[src/rtl/sysid_pkg.sv]
// Shared types and constants for the system-ID verification sequencer.
package sysid_pkg;

  // Sequencer states, also exported on the debug port.
  typedef enum logic [1:0] {
    IDLE  = 2'd0,
    ISSUE = 2'd1,
    WAIT  = 2'd2,
    CHECK = 2'd3
  } state_t;

  // Word select values on sid_address.
  localparam logic SYSID_WORD_ID = 1'b0;
  localparam logic SYSID_WORD_TS = 1'b1;

  // Width of the read-latency down-counter (latencies 0..7).
  localparam int unsigned LAT_W = 3;

endpackage

[src/rtl/sysid_if.sv]
// Bus to the sysid control slave.
// Handshake: the master raises sid_read for exactly one cycle with sid_address
// stable; the slave presents the addressed word on sid_readdata READ_LATENCY
// cycles later (same cycle when the latency is 0). There is no ready/wait
// signal, so the master must not issue another read before it has sampled the
// data. sid_readdata carries no meaning outside that one sample cycle.
interface sysid_if;
  logic        sid_address;
  logic        sid_read;
  logic [31:0] sid_readdata;

  modport master (
    output sid_address,
    output sid_read,
    input  sid_readdata
  );

  modport slave (
    input  sid_address,
    input  sid_read,
    output sid_readdata
  );
endinterface

[src/rtl/sysid_verify_ctrl.sv]
// Reads the sysid ID and timestamp words after reset (or on request) and
// raises a sticky pass/fail verdict against the build-time expected values.
module sysid_verify_ctrl
  import sysid_pkg::*;
#(
  parameter logic [31:0] EXPECTED_ID  = 32'h0000_0000,
  parameter logic [31:0] EXPECTED_TS  = 32'h5BD2_17D1,
  parameter int unsigned READ_LATENCY = 0,
  parameter bit          AUTO_START   = 1'b1
) (
  input  logic        clock,
  input  logic        reset_n,
  input  logic        start,
  output logic        busy,
  output logic        done,
  output logic        pass,
  output logic        fail,
  output logic [31:0] id_q,
  output logic [31:0] ts_q,
  output state_t      dbg_state,
  sysid_if.master     sid
);

  localparam logic [LAT_W-1:0] LAT_INIT = LAT_W'(READ_LATENCY);

  state_t           state_q, state_d;
  logic             word_q, word_d;
  logic [LAT_W-1:0] lat_cnt_q, lat_cnt_d;
  logic             arm_q, arm_d;
  logic             busy_q, busy_d;
  logic             done_q, done_d;
  logic             pass_q, pass_d;
  logic             fail_q, fail_d;
  logic [31:0]      id_d, ts_d;
  logic             sid_read_q, sid_read_d;
  logic             sid_address_q, sid_address_d;
  logic             sample;
  logic             verdict_pass;

  // The ID word is already held in id_q when the timestamp is sampled.
  assign verdict_pass = (id_q == EXPECTED_ID) && (sid.sid_readdata == EXPECTED_TS);

  // Next-state and output computation for the read sequence.
  always_comb begin
    state_d       = state_q;
    word_d        = word_q;
    lat_cnt_d     = lat_cnt_q;
    arm_d         = arm_q;
    busy_d        = busy_q;
    done_d        = 1'b0;
    pass_d        = pass_q;
    fail_d        = fail_q;
    id_d          = id_q;
    ts_d          = ts_q;
    sid_read_d    = 1'b0;
    sid_address_d = sid_address_q;
    sample        = 1'b0;

    case (state_q)
      IDLE: begin
        // The one-shot arm flag gives the automatic check after reset;
        // a coincident start request folds into the same sequence.
        if (start || arm_q) begin
          arm_d         = 1'b0;
          state_d       = ISSUE;
          word_d        = SYSID_WORD_ID;
          busy_d        = 1'b1;
          pass_d        = 1'b0;
          fail_d        = 1'b0;
          sid_read_d    = 1'b1;
          sid_address_d = SYSID_WORD_ID;
        end
      end
      ISSUE: begin
        lat_cnt_d = LAT_INIT;
        if (LAT_INIT == '0) sample = 1'b1;
        else                state_d = WAIT;
      end
      WAIT: begin
        lat_cnt_d = lat_cnt_q - 1'b1;
        if (lat_cnt_q == LAT_W'(1)) sample = 1'b1;
      end
      CHECK: begin
        busy_d  = 1'b0;
        state_d = IDLE;
      end
      default: state_d = IDLE;
    endcase

    // Read data is only looked at here, so nothing outside the sample cycle
    // can reach the captured words.
    if (sample) begin
      if (word_q == SYSID_WORD_ID) begin
        id_d          = sid.sid_readdata;
        state_d       = ISSUE;
        word_d        = SYSID_WORD_TS;
        sid_read_d    = 1'b1;
        sid_address_d = SYSID_WORD_TS;
      end else begin
        // Verdict is loaded together with done so both appear in CHECK.
        ts_d    = sid.sid_readdata;
        state_d = CHECK;
        done_d  = 1'b1;
        pass_d  = verdict_pass;
        fail_d  = !verdict_pass;
      end
    end
  end

  // State and registered outputs; reset re-arms the automatic check.
  always_ff @(posedge clock or negedge reset_n) begin
    if (!reset_n) begin
      state_q       <= IDLE;
      word_q        <= SYSID_WORD_ID;
      lat_cnt_q     <= '0;
      arm_q         <= AUTO_START;
      busy_q        <= 1'b0;
      done_q        <= 1'b0;
      pass_q        <= 1'b0;
      fail_q        <= 1'b0;
      id_q          <= '0;
      ts_q          <= '0;
      sid_read_q    <= 1'b0;
      sid_address_q <= 1'b0;
    end else begin
      state_q       <= state_d;
      word_q        <= word_d;
      lat_cnt_q     <= lat_cnt_d;
      arm_q         <= arm_d;
      busy_q        <= busy_d;
      done_q        <= done_d;
      pass_q        <= pass_d;
      fail_q        <= fail_d;
      id_q          <= id_d;
      ts_q          <= ts_d;
      sid_read_q    <= sid_read_d;
      sid_address_q <= sid_address_d;
    end
  end

  assign busy            = busy_q;
  assign done            = done_q;
  assign pass            = pass_q;
  assign fail            = fail_q;
  assign dbg_state       = state_q;
  assign sid.sid_read    = sid_read_q;
  assign sid.sid_address = sid_address_q;

endmodule
[src/flat_wrapper.sv]
// flat-port wrapper written by rule: the top's interface ports become plain ports
module sysid_verify_ctrl_flat import sysid_pkg::*;
#(
  parameter logic [31:0] EXPECTED_ID  = 32'h0000_0000,
  parameter logic [31:0] EXPECTED_TS  = 32'h5BD2_17D1,
  parameter int unsigned READ_LATENCY = 0,
  parameter bit          AUTO_START   = 1'b1
)
  (clock, reset_n, start, busy, done, pass, fail, id_q, ts_q, dbg_state, sid_sid_address, sid_sid_read, sid_sid_readdata);
  sysid_if sid_i ();
  input  logic clock;
  input  logic reset_n;
  input  logic start;
  output logic busy;
  output logic done;
  output logic pass;
  output logic fail;
  output logic [31:0] id_q;
  output logic [31:0] ts_q;
  output state_t dbg_state;
  output wire logic [$bits(sid_i.sid_address)-1:0] sid_sid_address;
  output wire logic [$bits(sid_i.sid_read)-1:0] sid_sid_read;
  input wire logic [$bits(sid_i.sid_readdata)-1:0] sid_sid_readdata;
  assign sid_sid_address = sid_i.sid_address;
  assign sid_sid_read = sid_i.sid_read;
  assign sid_i.sid_readdata = sid_sid_readdata;
  sysid_verify_ctrl #(.EXPECTED_ID(EXPECTED_ID), .EXPECTED_TS(EXPECTED_TS), .READ_LATENCY(READ_LATENCY), .AUTO_START(AUTO_START)) u_core (.clock(clock), .reset_n(reset_n), .start(start), .busy(busy), .done(done), .pass(pass), .fail(fail), .id_q(id_q), .ts_q(ts_q), .dbg_state(dbg_state), .sid(sid_i));
endmodule
[config.mk]
export PLATFORM = sky130hd
export DESIGN_NAME = sysid_verify_ctrl_flat
export DESIGN_NICKNAME = d
export VERILOG_FILES = /design/src/rtl/sysid_pkg.sv /design/src/rtl/sysid_if.sv /design/src/rtl/sysid_verify_ctrl.sv /design/src/flat_wrapper.sv
export SDC_FILE = /design/constraint.sdc
export NUM_CORES = 1
export LEC_CHECK = 0
export BUFFER_PORTS_ARGS = -buffer_cell sky130_fd_sc_hd__clkbuf_2
export CORE_AREA = 2 2 82 84
export DETAILED_ROUTE_END_ITERATION = 16
export DIE_AREA = 0 0 84 86
export PLACE_DENSITY = 0.85
export SLEW_MARGIN = 30
export SYNTH_ARGS = -nofsm -noshare
export SYNTH_HDL_FRONTEND = slang
export SYNTH_SLANG_ARGS = --single-unit
[constraint.sdc]
create_clock -name clock -period 2.81 [get_ports clock]
set_input_delay 0.1405 -clock clock [delete_from_list [all_inputs] [get_ports clock]]
set_output_delay 0.1405 -clock clock [all_outputs]
set_load 0.01 [all_outputs]
==> results of run 1 <==
[power by group through the flow]
stage,Combinational [mW],Clock (mW),Sequential [mW]
global route,2.56,0.837,2.12
detailed placement,2.40,0,2.07
finish,2.37,0.775,2.05
floorplan,1.41,0,2.24
CTS,2.41,0.797,2.05
global placement,2.33,0,2.04
[how the worst min path moves through the flow]
stage / to / slack, ns / start
floorplan: u_core.busy$_DFFE_PN0P_ / -0.16 / reset_n
global placement: u_core.ts_q[7]$_DFFE_PN0P_ / 0.34 / reset_n
detailed placement: u_core.ts_q[2]$_DFFE_PN0P_ / 0.35 / reset_n
CTS: u_core.id_q[25]$_DFFE_PN0P_ / 0.03 / sid_sid_readdata[25]
global route: u_core.id_q[10]$_DFFE_PN0P_ / 0.04 / sid_sid_readdata[10]
finish: u_core.id_q[25]$_DFFE_PN0P_ / 0.05 / sid_sid_readdata[25]
[logic make-up after synthesis]
kind of cell | after synthesis
adder cells (fa/ha/maj) | 7
AND/OR/NAND/NOR | 35
multiplexers | 65
buffers and inverters | 15
AO/OA/AOI/OAI | 14
flip-flops | 77
[layer usage]
metal / routed length [um] / vias up / GRT usage, %
li1: - / 997 / -
met1: 3149 / 1088 / 26.45
met2: 3277 / 67 / 31.42
met3: 386 / 11 / 5.486
met4: 105 / 0 / 7.625
met5: 0 / - / 0
[metrics by stage]
| stage | total power [mW] | cells |
|---|---|---|
| floorplan | 3.648 | 213 |
| global placement | 4.372 | 390 |
| detailed placement | 4.467 | 390 |
| CTS | 5.256 | 407 |
| global route | 5.519 | 407 |
| finish | 5.195 | 407 |
[final cells by class]
class	instances	area share (%)
clock buffer	9	3.041
clock inverter	7	1.444
inverter	7	0.6452
multi-input combinational	121	30.75
sequential	77	47.34
tap	77	2.366
timing repair buffer	109	14.41
[registers in the layout (all words and copies together), names as in the netlist, 2 cells and up]
| register | count |
|---|---|
| u_core.id_q | 32 |
| u_core.lat_cnt_q | 3 |
| u_core.dbg_state | 2 |
| u_core.ts_q | 32 |
[timing repair]
| item | in CTS | in global routing |
|---|---|---|
| endpoints found under the hold margin | 76 | 0 |
| endpoints found under the setup margin | 0 | 0 |
| setup buffers | 0 | 0 |
| hold buffers | 1 | 0 |
[cell usage in the layout (no fill, tap or decap), drive strengths merged, types with 2 or more instances in the layout]
master / instances
clkinvlp: 4
nand3b: 2
nand2: 6
mux2: 64
clkbuf: 114
o21ai: 10
nor4b: 4
nor4: 8
ha: 7
dfrtp: 76
nand4: 4
inv: 10
nor4bb: 3
buf: 3
[critical path: cells and delay by family (launching register included)]
kind / cells / cell delay, ns
AO/OA/AOI/OAI: 1 / 0.13
adder cells (fa/ha/maj): 1 / 0.25
buffers and inverters: 2 / 0.36
flip-flops: 1 / 0.43
multiplexers: 1 / 0.34
AND/OR/NAND/NOR: 2 / 0.70
==> flow_summary.ini, run 1 <==
[global_routing]
grt_pass1_vias = 2162
antenna_found_initial = 0
grt_usage_pct = 19.88
grt-ovfl-total = 0
grt_pass1_wl_mm = 11.09
grt_max_degree = 78

[timing]
skew_ns = 0.007740
min_period_over_period_pct = 82.35
layout_setup_ws_ns = 0.4960
fmax_mhz = 432.2
rsz0062_at_grt = no
setup-tns-final_ns = 0
setup_viol = 0
relSlewSlack_pct = 53.18
drv_slew = 0
hold_viol = 0
worst_pin_slew_ns = 0.6949
hold-worst-slack_ns = 0.04546
fin_crit_ns = 2.314

[worst_setup_path]
crit_chain = inv_1 -> ha_1 -> and3b_2 -> o21ai_2 -> or2_2 -> buf_12 -> mux2_2
worst_path_largest_cell_delay_ns = 0.46
timing.rr.end = u_core.id_q[16]$_DFFE_PN0P_
reg2reg_depth = 7
worst_setup_path_start_kind = flop
critical_path.slowest_cell = or2_2
required_ns = 3.06
crit_fanout = 19
crit_arrival_ns = 2.56
critPathLaunch = u_core.dbg_state[0]$_DFFE_PN0P_
path_class = reg -> reg
endpoint_kind = flop
crit-reg2reg-launch = u_core.dbg_state[0]$_DFFE_PN0P_
crit_path_end = u_core.id_q[16]$_DFFE_PN0P_
timing.reg2reg.setup_slack_ns = 0.50

[power_and_ir_drop]
peakVddDrop_mv = 0.7223
power.share.clock_pct = 14.9
p_sw_share_pct = 36.29
switching_power_mw = 1.885
p_leak_nw = 2.047
power.density_mw_per_mm2 = 1276
p_int_mw = 3.310
p_seq_share_pct = 39.4
comb_power_share_pct = 45.6

[yosys]
yosysTopAreaCell = dfrtp_1
synth.avg_cell_area_sq_um = 15.47
syn_nets = 255
synthArstFlopShare_pct = 100.0
synth_mux_area_share_pct = 25.26
synth-compound-area-share_pct = 2.621
synth_edf_count = 0
synthFlopType = dfrtp_1
synthXorXnorAreaFrac_pct = 0
synthCells = 213
synth_area_leaders = dfrtp_1 58%, mux2_2 13%, mux2_4 12%
seq_area_frac_synth_pct = 58.53
synth_most_common_cell = dfrtp_1
synth_fa_ha_area_share_pct = 2.659
synth_top_family_by_area = multiplexers
yosysTopAreaCellShare_pct = 57.73
synthTopCellsByCount = 76 x dfrtp_1, 37 x mux2_2, 27 x mux2_4
synth_area_sq_mm = 0.003294
synth-simple-area-share_pct = 7.216
ys_ff_latch = 77
yosysWarnings = 0
synth_cell_types = 31

[die]
die_area_sq_mm = 0.007224
start_util_pct = 52.48
core.rowCount = 29
dieWidth_um = 84
io_pins = 107
die_h_um = 86
fp.coreArea_sq_mm = 0.006277

[clocking]
cts.clk_slew.worst_paths_ns = 0.09
cts_buffer_depth = 2
ctsHtreeMaxLevel = 3
clock_latency_ns = 0.35
clock_sinks = 77
cts_root_buffer = clkbuf_8
cts_resized = 0
cts_tree = built
numCtsBuffers = 9

[flow_run]
maxCapViolCount = 0

[placed_design]
gp_routability_congestion = 0.7563
dpl_cell_area_sq_mm = 0.003876
pre_cts_ws_ns = 0.5049
portBuffers = 106
dp_hpwl_mm = 5.073

[routing]
wire_per_inst_um = 17.00
wl_mm = 6.920
vias_per_cell = 5.314
first_pass_iters = 4
drtIter0Drc = 70
vias = 2163
postRouteAntennaNets = 0
route.detailed.drc = 0

[hold_path]
hold_path_depth = 2
hold_class = in -> reg

[cells_and_area]
seqCellArea_sq_mm = 0.001928
drive_above_1_share_pct = 58.48
postLayoutCellArea_sq_mm = 0.004073
fillers = 478
nets = 367
syn_to_final_growth_pct = 23.62
multiInputGateArea_sq_mm = 0.001252
num_antenna_cells = 0
fin_util_pct = 64.88

[outcome]
outcome = complete, no violations
(Power assumes the default switching activity.)
==> run 2, diff against run 1 <==
--- a/config.mk
+++ b/config.mk
@@ -6,10 +6,10 @@
 export NUM_CORES = 1
 export LEC_CHECK = 0
 export BUFFER_PORTS_ARGS = -buffer_cell sky130_fd_sc_hd__clkbuf_2
-export CORE_AREA = 2 2 82 84
+export CORE_AREA = 2 2 85 87
 export DETAILED_ROUTE_END_ITERATION = 16
-export DIE_AREA = 0 0 84 86
-export PLACE_DENSITY = 0.85
+export DIE_AREA = 0 0 87 89
+export PLACE_DENSITY = 0.8
 export SLEW_MARGIN = 30
 export SYNTH_ARGS = -nofsm -noshare
 export SYNTH_HDL_FRONTEND = slang
==> constraint.sdc (replaced) <==
create_clock -name clock -period 2.2 [get_ports clock]
set_input_delay 0.11 -clock clock [delete_from_list [all_inputs] [get_ports clock]]
set_output_delay 0.11 -clock clock [all_outputs]
set_load 0.01 [all_outputs]
==> flow_summary.ini, run 2 (synthesis results as in run 1) <==
[timing]
worst_pin_slew_ns = 0.7448
setup-tns-final_ns = 0
relSlewSlack_pct = 49.82
fmax_mhz = 484.6
fin_crit_ns = 2.064
hold-worst-slack_ns = 0.02265
min_period_over_period_pct = 93.80
skew_ns = 0.008588
hold_viol = 0
rsz0062_at_grt = no
setup_viol = 0
drv_slew = 0

[clocking]
cts.clk_slew.worst_paths_ns = 0.08
ctsHtreeMaxLevel = 3
cts_root_buffer = clkbuf_8
cts_tree = built
numCtsBuffers = 9
cts_buffer_depth = 2
post_cts_buffers = 0
clock_latency_ns = 0.35
clock_sinks = 77

[worst_setup_path]
crit_chain = inv_1 -> ha_1 -> and3b_2 -> o21ai_2 -> or2_2 -> buf_12 -> mux2_4
worst_setup_path_start_kind = flop
worst_path_largest_cell_delay_ns = 0.44
crit_fanout = 35
crit-reg2reg-launch = u_core.dbg_state[0]$_DFFE_PN0P_
reg2reg_depth = 7
path_class = reg -> reg
critical_path.slowest_cell = dfrtp_1
required_ns = 2.43
critPathLaunch = u_core.dbg_state[0]$_DFFE_PN0P_
crit_arrival_ns = 2.30
endpoint_kind = flop

[placed_design]
portBuffers = 106
gp_routability_congestion = 0.7284
dpl.cell_count = 395
dp_hpwl_mm = 5.277

[global_routing]
grt_usage_pct = 19.19
antenna_found_initial = 0
grt-ovfl-total = 0
grt_pass1_wl_mm = 11.04
grt_pass1_vias = 2029
grt_max_degree = 78

[hold_path]
hold_path_depth = 2
min_from = sid_sid_readdata[12]
hold_class = in -> reg

[routing]
postRouteAntennaNets = 0
route.detailed.drc = 0
drtIter0Drc = 63
wl_mm = 7.177
vias_per_cell = 5.175
wire_per_inst_um = 17.42
vias = 2132
first_pass_iters = 4

[die]
die_h_um = 89
dieWidth_um = 87
core.rowCount = 30
start_util_pct = 49.03
io_pins = 107
die_area_sq_mm = 0.007743
fp.coreArea_sq_mm = 0.006719

[cells_and_area]
fin_util_pct = 61.30
final_cell_mix = 105 x clkbuf_2, 76 x dfrtp_1, 37 x mux2_2
final_common_cell = clkbuf_2
drive_above_1_share_pct = 58.73
nets = 369
syn_to_final_growth_pct = 25.03
top_regs = u_core.id_q (32), u_core.ts_q (32), u_core.lat_cnt_q (3)
fin_cells = 412
num_antenna_cells = 0

[power_and_ir_drop]
power.density_mw_per_mm2 = 1654
p_int_mw = 4.420
power.share.clock_pct = 16.4
p_leak_nw = 2.077
p_seq_share_pct = 38.4
comb_power_share_pct = 45.1
switching_power_mw = 2.394
p_sw_share_pct = 35.14
total_power_mw = 6.814
peakVddDrop_mv = 0.7948

[flow_run]
maxCapViolCount = 0

[outcome]
outcome = complete, no violations
## run 2: changes by cell type in the layout (fill, tap and decap cells not counted), moves of 2 or more
cell and change:
inv_6 -2, clkinvlp_4 -2, clkbuf_8 +2, buf_4 +2
## run 2: critical path, delay by kind of cell (launching register included)
kind                     cells  cell delay (ns)
AND/OR/NAND/NOR              2             0.55
multiplexers                 1             0.32
AO/OA/AOI/OAI                1             0.06
flip-flops                   1             0.44
adder cells (fa/ha/maj)      1             0.22
buffers and inverters        2             0.32
## run 2: area by class of cell
| cell class | instances | area (sq um) |
|---|---|---|
| Clock buffer | 11 | 151.4 |
| Clock inverter | 5 | 58.81 |
| Fill cell | 524 | 2600 |
| Inverter | 7 | 26.28 |
| Multi-Input combinational cell | 121 | 1252 |
| Sequential cell | 77 | 1928 |
| Tap cell | 80 | 100.1 |
| Timing Repair Buffer | 111 | 601.8 |
## run 2: worst paths after layout
path / end / slack [ns]
worst max register to register: u_core.id_q[9]$_DFFE_PN0P_ / 0.14
max in group asynchronous: u_core.id_q[11]$_DFFE_PN0P_ / 1.38
worst min register to register: u_core.sid.sid_address$_DFF_PN0_ / 0.49
min in group asynchronous: u_core.ts_q[29]$_DFFE_PN0P_ / 0.34
worst min-delay path: u_core.ts_q[12]$_DFFE_PN0P_ / 0.02
worst max-delay path: u_core.id_q[9]$_DFFE_PN0P_ / 0.14
## run 2: per-stage QoR
step                worst slack [ns]  instance area, sq um
floorplan                     0.2387                  3294
global placement              0.2475                  3895
detailed placement            0.1629                  3895
CTS                           0.1370                  4115
global route                 0.04851                  4119
finish                        0.1364                  4119
## run 2: routing by layer
metal  up-vias  wire length, um  global-route usage, %
met1      1062             3184                  27.11
li1        993                -                      -
met3        12              325                  4.063
met4         0              127                  8.807
met5         -                0                      0
met2        65             3540                  28.59
## run 2: power by group through the flow
stage	Clock [mW]	Combinational, mW	Sequential (mW)
floorplan	0	1.80	2.86
global placement	0	3.02	2.61
detailed placement	0	3.12	2.64
CTS	1.14	3.13	2.62
global route	1.19	3.33	2.71
finish	1.12	3.08	2.62
## run 2: timing repair
item / 4_1_cts / 5_1_grt
endpoints found under the hold margin: 76 / 0
gates resized for setup: 0 / 0
hold buffers: 1 / 0
